## src/rtl/lut_loader_pkg.sv

```systemverilog
// rtl/lut_loader_pkg.sv - shared types and constants for the LUT coefficient loader
package lut_loader_pkg;

    typedef enum logic [2:0] {
        IDLE,
        LOAD,
        READ,
        DRAIN,
        DONE
    } state_t;

    localparam int LUT_RD_LATENCY = 2;
    localparam int CHECKSUM_W     = 32;

endpackage

```

## src/rtl/lut_rd_valid_pipe.sv

```systemverilog
// rtl/lut_rd_valid_pipe.sv - shift register tracking which LUT read data is valid
module lut_rd_valid_pipe
    import lut_loader_pkg::*;
#(
    parameter int LATENCY = LUT_RD_LATENCY
) (
    input  logic clock,
    input  logic rst,
    input  logic rden,
    output logic valid
);

    logic [LATENCY-1:0] stage;

    always_ff @(posedge clock) begin
        if (rst) begin
            stage <= '0;
        end else begin
            stage <= (stage << 1) | LATENCY'(rden);
        end
    end

    assign valid = stage[LATENCY-1];

endmodule

```

## src/rtl/lut_coeff_loader.sv

```systemverilog
// rtl/lut_coeff_loader.sv - streams coefficients into a LUT RAM and verifies them by checksum readback
module lut_coeff_loader
    import lut_loader_pkg::*;
#(
    parameter int DEPTH      = 3072,
    parameter int ADDR_WIDTH = 12
) (
    input  logic                  clock,
    input  logic                  rst,
    input  logic                  start,
    input  logic [31:0]           in_data,
    input  logic                  in_valid,
    output logic                  in_ready,
    output logic [ADDR_WIDTH-1:0] lut_address,
    output logic [31:0]           lut_data,
    output logic                  lut_wren,
    output logic                  lut_rden,
    input  logic [31:0]           lut_q,
    output logic                  busy,
    output logic                  done,
    output logic                  match,
    output logic [31:0]           checksum
);

    localparam logic [ADDR_WIDTH-1:0] LAST_ADDR = ADDR_WIDTH'(DEPTH - 1);

    state_t                  state;
    state_t                  next_state;
    logic [ADDR_WIDTH-1:0]   wr_addr;
    logic [ADDR_WIDTH-1:0]   rd_addr;
    logic [CHECKSUM_W-1:0]   wsum;
    logic [CHECKSUM_W-1:0]   rsum;
    logic                    drain_cnt;
    logic                    start_ok;
    logic                    handshake;
    logic                    rd_valid;

    assign start_ok  = start && (state == IDLE || state == DONE);
    assign handshake = in_valid && (state == LOAD);

    always_ff @(posedge clock) begin
        if (rst) begin
            state <= IDLE;
        end else begin
            state <= next_state;
        end
    end

    always_comb begin
        next_state = state;
        case (state)
            IDLE:    if (start) next_state = LOAD;
            LOAD:    if (handshake && wr_addr == LAST_ADDR) next_state = READ;
            READ:    if (rd_addr == LAST_ADDR) next_state = DRAIN;
            DRAIN:   if (drain_cnt) next_state = DONE;
            DONE:    if (start) next_state = LOAD;
            default: next_state = IDLE;
        endcase
    end

    // Readback sum only sees words that actually came out of the LUT pipeline.
    always_ff @(posedge clock) begin
        if (rst || start_ok) begin
            wr_addr   <= '0;
            rd_addr   <= '0;
            wsum      <= '0;
            rsum      <= '0;
            drain_cnt <= 1'b0;
        end else begin
            if (handshake) begin
                wr_addr <= wr_addr + 1'b1;
                wsum    <= wsum + in_data;
            end
            if (state == READ) begin
                rd_addr <= rd_addr + 1'b1;
            end
            if (state == DRAIN) begin
                drain_cnt <= 1'b1;
            end
            if (rd_valid) begin
                rsum <= rsum + lut_q;
            end
        end
    end

    lut_rd_valid_pipe #(
        .LATENCY (LUT_RD_LATENCY)
    ) u_rd_valid_pipe (
        .clock (clock),
        .rst   (rst),
        .rden  (lut_rden),
        .valid (rd_valid)
    );

    always_comb begin
        in_ready    = 1'b0;
        lut_wren    = 1'b0;
        lut_rden    = 1'b0;
        lut_address = '0;
        lut_data    = '0;
        busy        = 1'b0;
        done        = 1'b0;
        match       = 1'b0;
        checksum    = wsum;
        case (state)
            LOAD: begin
                in_ready = 1'b1;
                busy     = 1'b1;
                lut_wren = handshake;
                if (handshake) begin
                    lut_address = wr_addr;
                    lut_data    = in_data;
                end
            end
            READ: begin
                busy        = 1'b1;
                lut_rden    = 1'b1;
                lut_address = rd_addr;
            end
            DRAIN: begin
                busy = 1'b1;
            end
            DONE: begin
                done  = 1'b1;
                match = (wsum == rsum);
            end
            default: begin
                checksum = '0;
            end
        endcase
    end

endmodule

```

## config.mk

```make
export PLATFORM = sky130hd
export DESIGN_NAME = lut_coeff_loader
export DESIGN_NICKNAME = d
export VERILOG_FILES = /design/src/rtl/lut_loader_pkg.sv /design/src/rtl/lut_rd_valid_pipe.sv /design/src/rtl/lut_coeff_loader.sv
export SDC_FILE = /design/constraint.sdc
export NUM_CORES = 1
export LEC_CHECK = 0
export CORE_ASPECT_RATIO = 1.2
export CORE_MARGIN = 1
export CORE_UTILIZATION = 45
export DETAILED_ROUTE_END_ITERATION = 6
export DONT_BUFFER_PORTS = 1
export SYNTH_ARGS = -nofsm -noshare
export SYNTH_HDL_FRONTEND = slang
export SYNTH_HIERARCHICAL = 1
export SYNTH_SLANG_ARGS = --single-unit
```

## constraint.sdc

```tcl
create_clock -name clock -period 7.6 [get_ports clock]
set_clock_uncertainty 0.05 [all_clocks]
set_input_delay 1.14 -clock clock [delete_from_list [all_inputs] [get_ports clock]]
set_output_delay 1.14 -clock clock [all_outputs]
set_load 0.1 [all_outputs]
```

### Yosys cells after proc, flatten, opt, wreduce, memory -nomap -nowiden

Index checks and enable logic that the tools add are counted.

| operators by class | value |
|---|---|
| reductions and logical operators | 10 |
| equality and inequality tests | 11 |
| bitwise gates (word level) | 1 |
| add/sub/neg operators | 4 |
| mux-type cells | 16 |

Operators with widths:

| operator | number |
|---|---|
| $mux 32 | 3 |
| $add 32x32->32 | 2 |
| $eq 32x32->1 | 1 |
| $add 12x1->12 const B | 2 |
| $eq 12x12->1 const B | 2 |
| $pmux 12 s2 | 1 |
| $mux 12 | 1 |
| $mux 3 | 4 |
| $pmux 3 s4 | 1 |
| $eq 3x2->1 const B | 2 |
| $mux 1 | 6 |
| $ne 2x1->1 const B | 2 |
| $ne 2x2->1 const B | 2 |
| $reduce_and 4->1 | 1 |
| $reduce_or 4->1 | 1 |
| $eq 3x1->1 const B | 1 |
| $eq 3x3->1 const B | 1 |
| $logic_and 1x1->1 | 3 |
| $logic_not 3->1 | 1 |
| $reduce_or 3->1 | 1 |
| $logic_or 1x1->1 | 2 |
| $or 2x1->2 | 1 |
| $reduce_or 2->1 | 1 |

| word-level totals | value |
|---|---|
| logic and storage cells | 49 |
| input port bits | 68 |
| flip-flop bits (word level) | 94 |

### Logic depth before layout (Yosys ltp)

| depth | value |
|---|---|
| depth after elaboration | 5 |
| depth in mapped cells | 11 |
| mapped depth without buffers | 11 |

### By module

Netlist, hierarchy kept.

Modules (own cells, without submodules):

| module | seq. area each (um^2) | instances | cells an instance | area each (um^2) |
|---|---|---|---|---|
| lut_coeff_loader | 1,841.8 | 1 | 1,001 | 7,739.9 |
| lut_rd_valid_pipe | 40.0 | 1 | 4 | 52.6 |

### Least setup slack after synthesis

OpenSTA, ideal clock, no wires.

| timing path | value |
|---|---|
| path type | register to output |
| start point | reg state[1] |
| end point | out match |
| data arrival time | 4.888 ns |
| stages on the path, launching flop included | 8 |
| setup slack | 1.522 ns |
| data required time | 6.410 ns |
| path through | dfxtp_1 clkbuf_1 nor2_1 and2_1 nand3_1 nor4_1 nand3_1 nor4_1 |

| between the ends | value |
|---|---|
| longest elaborated chain between the ends | 2 |

RTL lines:

| item | RTL line | RTL |
|---|---|---|
| start, declared | lut_coeff_loader.sv:27 | `state_t state;` |
| start signal, assigned | lut_coeff_loader.sv:45 | `state <= next_state;` |
| $eq 3x3->1 | lut_coeff_loader.sv:105 | `case (state)` |
| $mux 1 | lut_coeff_loader.sv:105 |  |
| end, declared | lut_coeff_loader.sv:21 | `output logic match,` |

No other way between the ends.

### Worst setup path in the final report

| timing path | value |
|---|---|
| start point | reg state[2] |
| end point | out lut_address[3] |

| between the ends | value |
|---|---|
| longest elaborated chain between the ends | 4 |
| elaborated cells between the ends (all ways) | 5 |

RTL lines:

| item | RTL line | RTL |
|---|---|---|
| $eq 3x1->1 | lut_coeff_loader.sv:39, lut_coeff_loader.sv:105 |  |
| $logic_and 1x1->1 | lut_coeff_loader.sv:39 | `assign handshake = in_valid && (state == LOAD);` |
| $mux 12 | lut_coeff_loader.sv:110 | `if (handshake) begin` |
| $pmux 12 s2 (*) | lut_coeff_loader.sv:105 |  |
| end, declared | lut_coeff_loader.sv:14 | `output logic [ADDR_WIDTH-1:0] lut_address,` |

Mark *: on every way between the ends. The rest lies on a longest branch, timed or not.

==> out/metrics.csv <==
metric,value,unit
synth.largest_area_cell,dfxtp_1,
synth_nets,1139,
layout_min_cycle_time,5179,ps
ys_seq_area_share,24.15,%
placed_cell_area,7990,sq um
clkTransAtPathRegs,70,ps
setup.worst_path.end_class,output port,
critPathSlowestCell,nor2_4,
hpwl,17080,um
rows,52,
drc,0,
htree_levels,3,
power_density,186.9,nW/um^2
gp_congestion,0.8747,
syn_inst,1005,
drtAntennaViolNets,0,
arrival,3990,ps
yosys_warnings,6,
synth_edf_count,0,
fin_crit_sh,68.15,%
via_count,6970,
setup-violations-final,0,
whs,391.5,ps
r2r-start,state[2]$_SDFFE_PP0P_,
grt_pass1_vias,6465,
floorplan.initialDensity,46.07,%
worstPathMaxFanout,34,
synth_flop_cell,dfxtp_1,
diodes,0,
synth_area,7792,sq um
status,completed,
postCtsHoldBufs,0,
initialDrtViolationCount,357,
hold_violations,0,
wire_per_inst,18.26,um
setup_tns,0,ps
fmax,0.1931,GHz
ioPinCount,150,
overflow,0,
reg2reg_setup_slack,3760,ps
antenna_found_initial,0,
grt_max_degree,56,
cts.sinks,94,
tightest_slew,1214,ps
cts_tree,done,
root_buffer,clkbuf_16,
worstSetupPathType,register to output port,
wirelength,21770,um
die_y,146.2,um
numPortBuffers,0,
yosysTopAreaCellShare,24.15,%
p_leak,3.353,nW
synthArstFlopShare,0,%
utilization,49.13,%
r2r_end,state[1]$_SDFFE_PP0P_,
synth_area_leaders,"dfxtp_1, ha_1, xnor2_1, a21oi_1, nand2_1",
cap_violations,0,
synthToLayoutAreaGrowth,6.663,%
fin_nets,1105,
path_cells,nand2b_1 > nor2_4 > nand2_1 > inv_2 > buf_4 > a22o_1,
worstSetupStartpoint,state[2]$_SDFFE_PP0P_,
ys_types,71,
ys_ff_latch,94,
fp.dieArea,17850,sq um
worst-r2r-cell-count,11,
p_total,0.001554,W
dr.pass1.iters,5,
worstSetupStartpointType,register,
ir_drop,0.09513,mV
drive_gt1_share,5.328,%
critPathMaxStageDelay,890,ps
core_area,16920,sq um
worstPathRequired,6410,ps
gr-usage-all-layers,24.50,%
timing.slew.headroom,18.65,%
cts_buffers,9,
via_per_inst,5.847,
syn_avg_cell_area,7.754,sq um
grt_first_pass_wirelength,34230,um
rsz0062_at_grt,false,
endpoint,lut_address[3],
hold_class,register to register,
die_x,122.1,um
post_cts.resized_instances,0,
cts_max_path_buffers,2,
clock_latency,350,ps
drv_slew,0,
cts_setup_buffers,0,
final_area,8312,sq um
## cells in the final DEF (no fill, tap or decap), types with 5 or more instances in the layout
| cell type | count |
|---|---|
| o211ai_1 | 6 |
| nand2b_1 | 9 |
| ha_1 | 64 |
| a21oi_1 | 92 |
| a31oi_1 | 9 |
| mux2i_1 | 30 |
| inv_1 | 19 |
| o21a_1 | 8 |
| xor2_1 | 29 |
| and2_1 | 36 |
| o21ai_0 | 34 |
| or3_1 | 11 |
| nor2b_1 | 6 |
| nor2_1 | 92 |
| nand3_1 | 22 |
| a211oi_1 | 10 |
| a22o_1 | 11 |
| buf_4 | 5 |
| and3_1 | 43 |
| o21bai_1 | 10 |
| dfxtp_1 | 93 |
| a21o_1 | 25 |
| nor3_1 | 19 |
| o21ai_1 | 13 |
| clkbuf_16 | 9 |
| nand4_1 | 21 |
| and4_1 | 5 |
| nand2_1 | 97 |
| xnor2_1 | 67 |
## per-layer routing
layer / vias to the layer above / GRT usage, % / part of all wire [%]
met5: - / 0 / 0
met4: 0 / 7.378 / 2.3
met3: 31 / 3.906 / 4.5
met2: 164 / 40.31 / 47
met1: 3207 / 32.59 / 46
li1: 3568 / - / -
## area by class of cell
class	count	area, sq um
fillers	1673	8605
multi-input cells	838	5665
flip-flops and latches	94	1883
well taps	216	270.3
clock buffers	10	229.0
clock inverters	6	92.59
repair buffers	7	92.59
inverters	21	78.83
## worst max-delay path, delay by kind of cell (launching register included)
kind | cells | cell delay (ps)
AO/OA/AOI/OAI | 1 | 870
buffers and inverters | 2 | 990
AND/OR/NAND/NOR | 3 | 1340
flip-flops | 1 | 410
## logic make-up after synthesis
logic type | count (synthesis) | share of synthesized area [%]
buffers and inverters | 73 | 3.613
XOR/XNOR | 97 | 10.90
multiplexers | 30 | 3.854
flip-flops | 94 | 24.15
AND/OR/NAND/NOR | 387 | 25.11
AO/OA/AOI/OAI | 258 | 21.58
adder cells (fa/ha/maj) | 66 | 10.79
## sequential cells by signal, summed over array words and instances (netlist names)
name / count
rsum: 32
wsum: 32
rd_addr: 12
wr_addr: 12
state: 3
u_rd_valid_pipe/stage: 2
drain_cnt: 1
## worst min-delay path by stage
stage                                          endpoint  cells past startpoint  slack [ps]                                start
floorplan           u_rd_valid_pipe/stage[1]$_SDFF_PP0_                      1         360  u_rd_valid_pipe/stage[0]$_SDFF_PP0_
global placement    u_rd_valid_pipe/stage[1]$_SDFF_PP0_                      1         370  u_rd_valid_pipe/stage[0]$_SDFF_PP0_
global route        u_rd_valid_pipe/stage[1]$_SDFF_PP0_                      1         410  u_rd_valid_pipe/stage[0]$_SDFF_PP0_
CTS                 u_rd_valid_pipe/stage[1]$_SDFF_PP0_                      1         390  u_rd_valid_pipe/stage[0]$_SDFF_PP0_
finish              u_rd_valid_pipe/stage[1]$_SDFF_PP0_                      1         390  u_rd_valid_pipe/stage[0]$_SDFF_PP0_
detailed placement  u_rd_valid_pipe/stage[1]$_SDFF_PP0_                      1         380  u_rd_valid_pipe/stage[0]$_SDFF_PP0_
## Yosys cell counts, drive strengths merged (22+ instances only)
cell and n:
xor2 29, nor2 95, dfxtp 94, o21ai 49, nand3 23, clkbuf 37, a21oi 96, a21o 26
mux2i 30, and2 36, nand2 98, and3 43, ha 64, xnor2 68, nor3 22
## through the flow
stage | worst slack [ps] | std cells
after floorplan | 1522 | 1005
after global placement | 2841 | 1176
after detailed placement | 2811 | 1176
after CTS | 2427 | 1192
after global routing | 2195 | 1192
final | 2421 | 1192
## report_power, final
part	switching [W]	internal [W]
Combinational	0.000395	0.000125
Sequential	0.0000322	0.000511
Clock	0.000200	0.000291
Note: power is estimated with default switching activity, not from simulation.
